### src/rtl/carfield_pkg.sv
// Shared Carfield definitions: AXI response codes, responder FSM states,
// the default DECERR read payload and the saturating fault-count helper.
package carfield_pkg;

    typedef enum logic [1:0] {
        RESP_OKAY   = 2'b00,
        RESP_EXOKAY = 2'b01,
        RESP_SLVERR = 2'b10,
        RESP_DECERR = 2'b11
    } axi_resp_e;

    typedef enum logic [1:0] {
        W_IDLE = 2'b00,
        W_DATA = 2'b01,
        W_RESP = 2'b10
    } w_state_e;

    typedef enum logic {
        R_IDLE = 1'b0,
        R_DATA = 1'b1
    } r_state_e;

    localparam logic [63:0] DefaultRespData = 64'hBADC_AB1E_DEAD_BEEF;
    localparam int unsigned FaultCntWidth   = 16;

    // Adds 0..2 events to the fault count, sticking at all-ones.
    function automatic logic [FaultCntWidth-1:0] fault_cnt_add(
        input logic [FaultCntWidth-1:0] cnt,
        input logic [1:0]               inc
    );
        logic [FaultCntWidth:0] sum;
        sum = {1'b0, cnt} + {{(FaultCntWidth - 1){1'b0}}, inc};
        return sum[FaultCntWidth] ? {FaultCntWidth{1'b1}} : sum[FaultCntWidth-1:0];
    endfunction

endpackage

### src/rtl/carfield_decerr_fault_log.sv
// First-fault record, saturating fault counter and fault interrupt, shared by
// the Carfield error slaves. A clear coinciding with a new fault keeps the fault.
module carfield_decerr_fault_log
    import carfield_pkg::*;
#(
    parameter int unsigned AddrWidth = 48
) (
    input  logic                     clk_i,
    input  logic                     rst_i,
    input  logic                     clear_i,
    input  logic                     aw_hs_i,
    input  logic [AddrWidth-1:0]     aw_addr_i,
    input  logic                     ar_hs_i,
    input  logic [AddrWidth-1:0]     ar_addr_i,
    output logic                     fault_valid_o,
    output logic [AddrWidth-1:0]     fault_addr_o,
    output logic                     fault_write_o,
    output logic [FaultCntWidth-1:0] fault_cnt_o,
    output logic                     irq_o
);

    logic [1:0] inc;
    logic       capture;

    assign inc     = {1'b0, aw_hs_i} + {1'b0, ar_hs_i};
    assign capture = (aw_hs_i || ar_hs_i) && (!fault_valid_o || clear_i);

    // The write address takes priority when both channels fault together.
    always_ff @(posedge clk_i) begin
        if (rst_i) begin
            fault_valid_o <= 1'b0;
            fault_addr_o  <= '0;
            fault_write_o <= 1'b0;
            fault_cnt_o   <= '0;
            irq_o         <= 1'b0;
        end else begin
            irq_o       <= capture;
            fault_cnt_o <= fault_cnt_add(clear_i ? '0 : fault_cnt_o, inc);
            if (capture) begin
                fault_valid_o <= 1'b1;
                fault_addr_o  <= aw_hs_i ? aw_addr_i : ar_addr_i;
                fault_write_o <= aw_hs_i;
            end else if (clear_i) begin
                fault_valid_o <= 1'b0;
                fault_addr_o  <= '0;
                fault_write_o <= 1'b0;
            end
        end
    end

endmodule

### src/rtl/carfield_decerr_responder.sv
// AXI4 terminating slave for unmapped Carfield windows: accepts everything,
// drains writes, answers DECERR and logs the first fault.
module carfield_decerr_responder
    import carfield_pkg::*;
#(
    parameter int unsigned AddrWidth = 48,
    parameter int unsigned DataWidth = 64,
    parameter int unsigned IdWidth   = 6,
    parameter logic [63:0] RespData  = DefaultRespData
) (
    input  logic                     clk_i,
    input  logic                     rst_i,
    input  logic                     aw_valid_i,
    output logic                     aw_ready_o,
    input  logic [IdWidth-1:0]       aw_id_i,
    input  logic [AddrWidth-1:0]     aw_addr_i,
    input  logic                     w_valid_i,
    output logic                     w_ready_o,
    input  logic                     w_last_i,
    output logic                     b_valid_o,
    input  logic                     b_ready_i,
    output logic [IdWidth-1:0]       b_id_o,
    output logic [1:0]               b_resp_o,
    input  logic                     ar_valid_i,
    output logic                     ar_ready_o,
    input  logic [IdWidth-1:0]       ar_id_i,
    input  logic [AddrWidth-1:0]     ar_addr_i,
    input  logic [7:0]               ar_len_i,
    output logic                     r_valid_o,
    input  logic                     r_ready_i,
    output logic [IdWidth-1:0]       r_id_o,
    output logic [DataWidth-1:0]     r_data_o,
    output logic [1:0]               r_resp_o,
    output logic                     r_last_o,
    input  logic                     clear_i,
    output logic                     fault_valid_o,
    output logic [AddrWidth-1:0]     fault_addr_o,
    output logic                     fault_write_o,
    output logic [FaultCntWidth-1:0] fault_cnt_o,
    output logic                     irq_o
);

    w_state_e           w_state_q, w_state_d;
    r_state_e           r_state_q, r_state_d;
    logic [IdWidth-1:0] w_id_q;
    logic [IdWidth-1:0] r_id_q;
    logic [7:0]         r_cnt_q, r_cnt_d;
    logic               init_done_q;
    logic               aw_hs;
    logic               ar_hs;

    assign aw_hs = aw_valid_i && aw_ready_o;
    assign ar_hs = ar_valid_i && ar_ready_o;

    // init_done_q keeps both address readies low for the first cycle out of reset.
    always_ff @(posedge clk_i) begin
        if (rst_i) begin
            init_done_q <= 1'b0;
            w_state_q   <= W_IDLE;
            r_state_q   <= R_IDLE;
            w_id_q      <= '0;
            r_id_q      <= '0;
            r_cnt_q     <= '0;
        end else begin
            init_done_q <= 1'b1;
            w_state_q   <= w_state_d;
            r_state_q   <= r_state_d;
            r_cnt_q     <= r_cnt_d;
            if (aw_hs) begin
                w_id_q <= aw_id_i;
            end
            if (ar_hs) begin
                r_id_q <= ar_id_i;
            end
        end
    end

    always_comb begin
        w_state_d  = w_state_q;
        aw_ready_o = 1'b0;
        w_ready_o  = 1'b0;
        b_valid_o  = 1'b0;
        b_resp_o   = RESP_OKAY;
        unique case (w_state_q)
            W_IDLE: begin
                aw_ready_o = init_done_q;
                if (aw_valid_i && init_done_q) begin
                    w_state_d = W_DATA;
                end
            end
            W_DATA: begin
                w_ready_o = 1'b1;
                if (w_valid_i && w_last_i) begin
                    w_state_d = W_RESP;
                end
            end
            W_RESP: begin
                b_valid_o = 1'b1;
                b_resp_o  = RESP_DECERR;
                if (b_ready_i) begin
                    w_state_d = W_IDLE;
                end
            end
            default: w_state_d = W_IDLE;
        endcase
    end

    assign b_id_o = w_id_q;

    // r_cnt_q counts remaining beats after the current one; zero marks the last.
    always_comb begin
        r_state_d  = r_state_q;
        r_cnt_d    = r_cnt_q;
        ar_ready_o = 1'b0;
        r_valid_o  = 1'b0;
        r_resp_o   = RESP_OKAY;
        r_last_o   = 1'b0;
        unique case (r_state_q)
            R_IDLE: begin
                ar_ready_o = init_done_q;
                if (ar_valid_i && init_done_q) begin
                    r_cnt_d   = ar_len_i;
                    r_state_d = R_DATA;
                end
            end
            R_DATA: begin
                r_valid_o = 1'b1;
                r_resp_o  = RESP_DECERR;
                r_last_o  = (r_cnt_q == 8'd0);
                if (r_ready_i) begin
                    if (r_cnt_q == 8'd0) begin
                        r_state_d = R_IDLE;
                    end else begin
                        r_cnt_d = r_cnt_q - 8'd1;
                    end
                end
            end
            default: r_state_d = R_IDLE;
        endcase
    end

    assign r_id_o   = r_id_q;
    assign r_data_o = RespData[DataWidth-1:0];

    carfield_decerr_fault_log #(
        .AddrWidth (AddrWidth)
    ) u_fault_log (
        .clk_i         (clk_i),
        .rst_i         (rst_i),
        .clear_i       (clear_i),
        .aw_hs_i       (aw_hs),
        .aw_addr_i     (aw_addr_i),
        .ar_hs_i       (ar_hs),
        .ar_addr_i     (ar_addr_i),
        .fault_valid_o (fault_valid_o),
        .fault_addr_o  (fault_addr_o),
        .fault_write_o (fault_write_o),
        .fault_cnt_o   (fault_cnt_o),
        .irq_o         (irq_o)
    );

endmodule

### config.mk
export PLATFORM = sky130hd
export DESIGN_NAME = carfield_decerr_responder
export DESIGN_NICKNAME = d
export VERILOG_FILES = /design/src/rtl/carfield_pkg.sv /design/src/rtl/carfield_decerr_fault_log.sv /design/src/rtl/carfield_decerr_responder.sv
export SDC_FILE = /design/constraint.sdc
export NUM_CORES = 1
export LEC_CHECK = 0
export CORE_MARGIN = 2
export CORE_UTILIZATION = 41
export DETAILED_ROUTE_END_ITERATION = 10
export PLACE_DENSITY = 0.87
export SLEW_MARGIN = 0
export SYNTH_ARGS = -nofsm -noshare
export SYNTH_HDL_FRONTEND = slang
export SYNTH_SLANG_ARGS = --single-unit
export TNS_END_PERCENT = 5
### constraint.sdc
create_clock -name clk_i -period 6.95 [get_ports clk_i]
set_input_delay 1.0425 -clock clk_i [delete_from_list [all_inputs] [get_ports clk_i]]
set_output_delay 1.0425 -clock clk_i [all_outputs]
set_load 0.02 [all_outputs]
==> impl_metrics.py, run 1 <==
metrics = {
    "timing": {
        "post-route-period-util": 0.539,
        "holdWs_ps": 455,
        "min_period_ps": 3750,
        "slew-limit-headroom": 0.283,
        "rsz0062_at_grt": "false",
        "finalSetupViolations": 0,
        "tightest_slew_ps": 1080,
        "fin_tns_setup_ps": 0,
        "final.setup.worst_slack_ps": 3200,
        "hold_viol": 0,
        "max_freq_mhz": 267,
        "finalMaxSlewViolations": 0,
        "fin_skew_ps": 7.96,
    },
    "clocking": {
        "clock_latency_ps": 330,
        "cts_tree": "yes",
        "cts_buffers": 9,
        "cts_hold_buf": 0,
        "htree_levels": 3,
        "clk_pin_slew_worst_paths_ps": 60,
        "numClockSinks": 91,
        "post_cts_buffers": 0,
        "clockRootBuffer": "clkbuf_16",
        "cts_resized": 0,
        "clockBufferDepth": 2,
    },
    "status": {
        "outcome": "complete, no violations",
    },
    "die": {
        "pin_count": 278,
        "rows": 38,
        "die-height_um": 111,
        "coreArea_um2": 11000,
        "start_util": 0.424,
        "die-area_um2": 12200,
        "die_w_um": 111,
    },
    "setup_path": {
        "crit_path_max_fanout": 25,
        "r2r_slack_ps": 3610,
        "cp-startpoint": "clear_i",
        "crit-reg2reg-capture": "u_fault_log.fault_cnt_o[1]$_SDFF_PP0_",
        "required_ps": 7200,
        "slowest_stage": "clkdlybuf4s50_1",
        "r2r-start": "r_state_q$_SDFF_PP0_",
        "max_stage_delay_ps": 820,
        "endpoint_kind": "register",
        "start_kind": "input port",
        "crit_path_end": "u_fault_log.fault_cnt_o[1]$_SDFF_PP0_",
        "worstPathArrival_ps": 4000,
        "r2r_cells": 9,
        "crit_type": "in2reg",
        "cp_cell_sequence": "clkdlybuf4s50_1 -> nor2b_1 -> fa_1 -> ha_1 -> inv_1 -> nor3_4 -> nand4_1 -> a21oi_1",
    },
    "global_route": {
        "grt_use_met1": 0.229,
        "use_met3": 0.0477,
        "grt_start_max_net_pins": 59,
        "grt_use_total": 0.209,
        "busiest_layer": "met2",
        "antenna_found_initial": 0,
        "grt_pass1_wl_um": 21000,
        "grt_use_met2": 0.398,
        "overflow": 0,
        "grt_pass1_vias": 4149,
    },
    "power": {
        "ir_worst_vdd_mv": 0.151,
        "pwr-share-clk": 0.367,
        "p_leak_nw": 2.53,
        "p_seq_frac": 0.409,
        "internal_power_w": 0.00102,
        "power_frac_comb": 0.224,
        "power_switching_w": 0.000382,
        "p_per_area_nw_per_um2": 204,
        "switching_share": 0.273,
    },
    "logic_synthesis": {
        "synth.top_cell.area_share": 0.391,
        "synth_cell_type_count": 59,
        "synth_edf_count": 0,
        "yosysMostFrequentCell": "dfxtp_1",
        "synthesis.area_um2": 4660,
        "yosys.area.top_type": "dfxtp_1",
        "synthArstFlopShare": 0,
        "synthTopCellsByCount": "91 x dfxtp_1, 69 x buf_4, 51 x mux2i_1",
        "yosysWarnings": 0,
        "synth.area.top_cells": "dfxtp_1 39%, buf_4 11%, mux2i_1 11%, o2bb2ai_1 9.2%, a21oi_1 3.8%",
        "ys_ff_latch": 91,
        "synth_top_flop_cell": "dfxtp_1",
        "yosysSeqAreaShare": 0.391,
        "avgSynthCellArea_um2": 9.47,
        "postSynthCellCount": 492,
    },
    "final_layout": {
        "syn2layout_area_growth_pct": 47.2,
        "utilization": 0.625,
        "regArea_um2": 1820,
        "fin_area_um2": 6860,
        "multi_input_area_um2": 2340,
        "fillers": 896,
        "final_layout_size_suffix_gt1_frac": 0.0449,
        "n_antenna_cell": 0,
        "fin_nets": 813,
    },
    "drt": {
        "drc": 0,
        "routed_wl_um": 13400,
        "drt_iter0_drc": 177,
        "wl_per_cell_um": 16.2,
        "vias": 4215,
        "drtAntennaViolNets": 0,
        "dr.pass1.iters": 5,
        "via_per_inst": 5.08,
    },
    "placed_design": {
        "port_buffers": 213,
        "postPlaceCellArea_um2": 6550,
        "gp_congestion": 0.865,
        "dp_hpwl_um": 10200,
        "dpl_worst_slack_ps": 2930,
    },
    "hold_path": {
        "hold_class": "reg2reg",
    },
    "flow_run": {
        "drv_cap": 0,
    },
}
[metrics by stage]
stage	power (W)	instances
finish	0.00140	830
global route	0.00145	830
CTS	0.00141	830
detailed placement	0.000897	814
global placement	0.000889	814
floorplan	0.000775	554
[worst max-delay path: cells and delay by family]
family	cells	cell delay (ps)
AOI/OAI and AO/OA	1	300
buffers and inverters	2	910
adders and majority gates	2	530
and+or+nand+nor	3	1190
[logic make-up (layout without fill, tap and decap cells)]
logic type | Yosys count | count (layout) | synth area share
XOR/XNOR | 5 | 5 | 0.00940
AND/OR/NAND/NOR | 111 | 111 | 0.132
buffers and inverters | 111 | 247 | 0.159
adder cells (fa/ha/maj) | 3 | 3 | 0.00966
AO/OA/AOI/OAI | 116 | 116 | 0.183
multiplexers | 53 | 53 | 0.114
flip-flops | 91 | 91 | 0.391
other | 2 | 64 | 0.00161
[area by class of cell]
cell class                 instances  area share
clock buffer                      12      0.0345
sequential                        91       0.266
multi-input combinational        352       0.341
tap                              140      0.0255
inverter                          15     0.00839
clock inverter                     4      0.0109
timing repair buffer             216       0.314
[cells in the final DEF (no fill, tap or decap), types with 2 or more instances in the layout]
| cell | instances |
|---|---|
| a21o_1 | 2 |
| a21oi_1 | 35 |
| a2bb2oi_1 | 3 |
| a311o_1 | 2 |
| a31oi_1 | 5 |
| a32o_1 | 2 |
| and3_1 | 2 |
| buf_4 | 3 |
| bufinv_16 | 2 |
| clkbuf_1 | 3 |
| clkbuf_16 | 9 |
| clkdlybuf4s50_1 | 213 |
| clkinv_1 | 2 |
| clkinvlp_4 | 2 |
| conb_1 | 64 |
| dfxtp_1 | 91 |
| ha_1 | 2 |
| inv_1 | 11 |
| mux2i_1 | 51 |
| nand2_1 | 35 |
| nand2_2 | 2 |
| nand2b_1 | 5 |
| nand3_1 | 13 |
| nand4_1 | 7 |
| nor2_1 | 14 |
| nor2b_1 | 12 |
| nor3_1 | 6 |
| o2111ai_1 | 2 |
| o21ai_0 | 4 |
| o22ai_1 | 4 |
| o2bb2ai_1 | 49 |
| xnor2_1 | 5 |
[registers in the layout (all words and copies together), names as in the netlist, 2 cells and up]
signal and count:
b_id_o 6, r_id_o 6, r_cnt_q 8, w_state_q 2
u_fault_log.fault_cnt_o 16, u_fault_log.fault_addr_o 48
[how the worst min path moves through the flow]
stage                                                    from                                         to  slack, ps  cells past startpoint
floorplan                             r_cnt_q[7]$_SDFFE_PP0P_                    r_cnt_q[7]$_SDFFE_PP0P_        440                      2
global placement    u_fault_log.fault_addr_o[10]$_SDFFE_PP0P_  u_fault_log.fault_addr_o[10]$_SDFFE_PP0P_        440                      1
detailed placement  u_fault_log.fault_addr_o[10]$_SDFFE_PP0P_  u_fault_log.fault_addr_o[10]$_SDFFE_PP0P_        450                      1
CTS                                    b_id_o[0]$_SDFFE_PP0N_                     b_id_o[0]$_SDFFE_PP0N_        460                      2
global route        u_fault_log.fault_addr_o[39]$_SDFFE_PP0P_  u_fault_log.fault_addr_o[39]$_SDFFE_PP0P_        490                      1
finish                                 b_id_o[0]$_SDFFE_PP0N_                     b_id_o[0]$_SDFFE_PP0N_        460                      2
[routing by layer]
metal	vias to the layer above	wire length [um]
met2	182	7280
met1	2015	5140
met4	0	117
li1	2009	-
met5	-	0
met3	9	882
[power by group through the flow]
stage | Combinational, W | Sequential [W] | Clock [W]
after floorplan | 0.000166 | 0.000609 | 0
after global placement | 0.000307 | 0.000582 | 0
after detailed placement | 0.000314 | 0.000583 | 0
after CTS | 0.000315 | 0.000573 | 0.000522
after global routing | 0.000333 | 0.000576 | 0.000544
final | 0.000314 | 0.000573 | 0.000514
Power figures use the tool's default switching activity.
==> inputs of run 2 (changes only) <==
- CORE_UTILIZATION: 41 -> 38
- PLACE_DENSITY: 0.87 -> 0.81
- clock period: 6.95 -> 3.5 ns (I/O delays scaled with it)
==> run 2 against run 1 <==
Clock power is 96% higher. Global-route usage down 1.2 points. Final area rose by 0.46%. Combinational power grew 100%. Setup slack got worse by 2600 ps. Clock-buffer cell count decreased by 1. Sequential share of layout area shrank 0.12 points. Sequential cell count is the same. Power grew 98%. Utilization down 5.1 points. Final cell count is 1.2% higher. Sequential power is 97% higher. Critical path type is now reg2reg. Critical endpoint is now u_fault_log.fault_cnt_o[12]$_SDFF_PP0_. Largest cell class unchanged. Highest routed layer unchanged.
==> impl_metrics.py, run 2 (synthesis gave the netlist of run 1 again) <==
metrics = {
    "die": {
        "start_util": 0.388,
        "die-height_um": 115,
        "pin_count": 278,
        "die-area_um2": 13200,
        "coreArea_um2": 12000,
        "rows": 40,
        "die_w_um": 115,
    },
    "clocking": {
        "clockRootBuffer": "clkbuf_16",
        "numClockSinks": 91,
        "clk_pin_slew_worst_paths_ps": 60,
        "htree_levels": 3,
        "clockBufferDepth": 2,
        "post_cts_buffers": 0,
        "cts_resized": 0,
        "cts_tree": "yes",
        "clock_latency_ps": 340,
        "cts_hold_buf": 0,
        "cts_buffers": 9,
    },
    "timing": {
        "max_freq_mhz": 351,
        "post-route-period-util": 0.814,
        "finalMaxSlewViolations": 0,
        "fin_tns_setup_ps": 0,
        "slew-limit-headroom": 0.173,
        "finalSetupViolations": 0,
        "tightest_slew_ps": 1240,
        "hold_viol": 0,
        "min_period_ps": 2850,
        "holdWs_ps": 458,
        "rsz0062_at_grt": "false",
        "fin_skew_ps": 6.43,
    },
    "hold_path": {
        "hold_class": "reg2reg",
        "min_from": "b_id_o[2]$_SDFFE_PP0N_",
    },
    "power": {
        "internal_power_w": 0.00199,
        "power_frac_comb": 0.228,
        "p_per_area_nw_per_um2": 402,
        "power.total_w": 0.00277,
        "pwr-share-clk": 0.364,
        "switching_share": 0.281,
        "ir_worst_vdd_mv": 0.265,
        "p_seq_frac": 0.408,
        "power_switching_w": 0.000780,
        "p_leak_nw": 2.55,
    },
    "final_layout": {
        "final_common_cell": "clkdlybuf4s50_1",
        "final_layout_size_suffix_gt1_frac": 0.0519,
        "fin_cells": 840,
        "fin_nets": 816,
        "reg_top3": "u_fault_log.fault_addr_o: 48 flops, u_fault_log.fault_cnt_o: 16 flops, r_cnt_q: 8 flops",
        "syn2layout_area_growth_pct": 47.9,
        "final_cell_mix": "213 x clkdlybuf4s50_1, 91 x dfxtp_1, 64 x conb_1",
        "fin_area_um2": 6890,
        "n_antenna_cell": 0,
        "largest_register": "u_fault_log.fault_addr_o",
        "largest_reg_flops": 48,
    },
    "setup_path": {
        "worstPathArrival_ps": 3120,
        "cp-startpoint": "r_state_q$_SDFF_PP0_",
        "crit_path_max_fanout": 18,
        "required_ps": 3770,
        "start_kind": "register",
        "r2r-start": "r_state_q$_SDFF_PP0_",
        "r2r_slack_ps": 650,
        "crit_type": "reg2reg",
        "endpoint_kind": "register",
    },
    "global_route": {
        "antenna_found_initial": 0,
        "overflow": 0,
        "grt_pass1_wl_um": 20400,
        "grt_use_total": 0.198,
        "grt_start_max_net_pins": 58,
        "grt_pass1_vias": 3973,
    },
    "drt": {
        "dr.pass1.iters": 4,
        "drc": 0,
        "drtAntennaViolNets": 0,
        "wl_per_cell_um": 16.3,
        "routed_wl_um": 13700,
        "via_per_inst": 4.96,
        "vias": 4166,
        "drt_iter0_drc": 167,
    },
    "placed_design": {
        "dpl.cell_count": 824,
        "postPlaceCellArea_um2": 6580,
        "port_buffers": 213,
        "gp_congestion": 0.854,
        "dp_hpwl_um": 10300,
    },
    "status": {
        "outcome": "complete, no violations",
    },
    "flow_run": {
        "drv_cap": 0,
    },
}
-- run 2: cell types whose count changed in the layout (fill, tap and decap cells not counted) --
cell	previous run	this run
inv_6	0	1
bufinv_16	2	1
o21ba_2	1	0
clkbuf_8	0	2
clkinv_2	1	2
buf_4	3	6
clkbuf_1	3	0
o21ba_1	0	1
-- run 2: worst max-delay path, stage by stage, from the launching register on --
cell	delay [ps]
dfxtp_1	300
buf_4	190
nor2b_2	160
nand2_2	230
inv_2	140
fa_1	250
ha_1	260
inv_1	90
nor3_4	350
nand4_1	500
a31oi_1	300
-- run 2: power groups by stage --
stage	registers (W)	clock network, W	logic (W)
floorplan	0.00121	0	0.000330
global placement	0.00115	0	0.000621
detailed placement	0.00115	0	0.000632
CTS	0.00113	0.00103	0.000634
global route	0.00114	0.00107	0.000677
finish	0.00113	0.00101	0.000631
-- run 2: metal layers --
layer,GRT usage,vias up,wire [um]
li1,-,2019,-
met1,0.233,1936,5440
met2,0.336,189,6830
met3,0.0691,22,1100
met4,0.0667,0,277
met5,0,-,0
-- run 2: metrics by stage --
| stage | utilization | worst slack [ps] |
|---|---|---|
| floorplan | - | 902 |
| global placement | 0.548 | 440 |
| detailed placement | 0.548 | 326 |
| CTS | 0.574 | 672 |
| global route | 0.574 | 317 |
| finish | 0.574 | 650 |
-- run 2: worst paths after layout --
| path | depth (start not counted) | to |
|---|---|---|
| hold reg to reg | 2 | b_id_o[2]$_SDFFE_PP0N_ |
| hold / removal | 2 | b_id_o[2]$_SDFFE_PP0N_ |
| setup / recovery | 10 | u_fault_log.fault_cnt_o[12]$_SDFF_PP0_ |
| setup reg to reg | 10 | u_fault_log.fault_cnt_o[12]$_SDFF_PP0_ |
-- run 2: cell type report --
class | count | area (um2)
inverters | 15 | 57.6
repair buffers | 219 | 2180
flip-flops and latches | 91 | 1820
clock buffers | 11 | 253
multi-input cells | 352 | 2340
clock inverters | 5 | 58.8
fillers | 1026 | 5120
well taps | 147 | 184
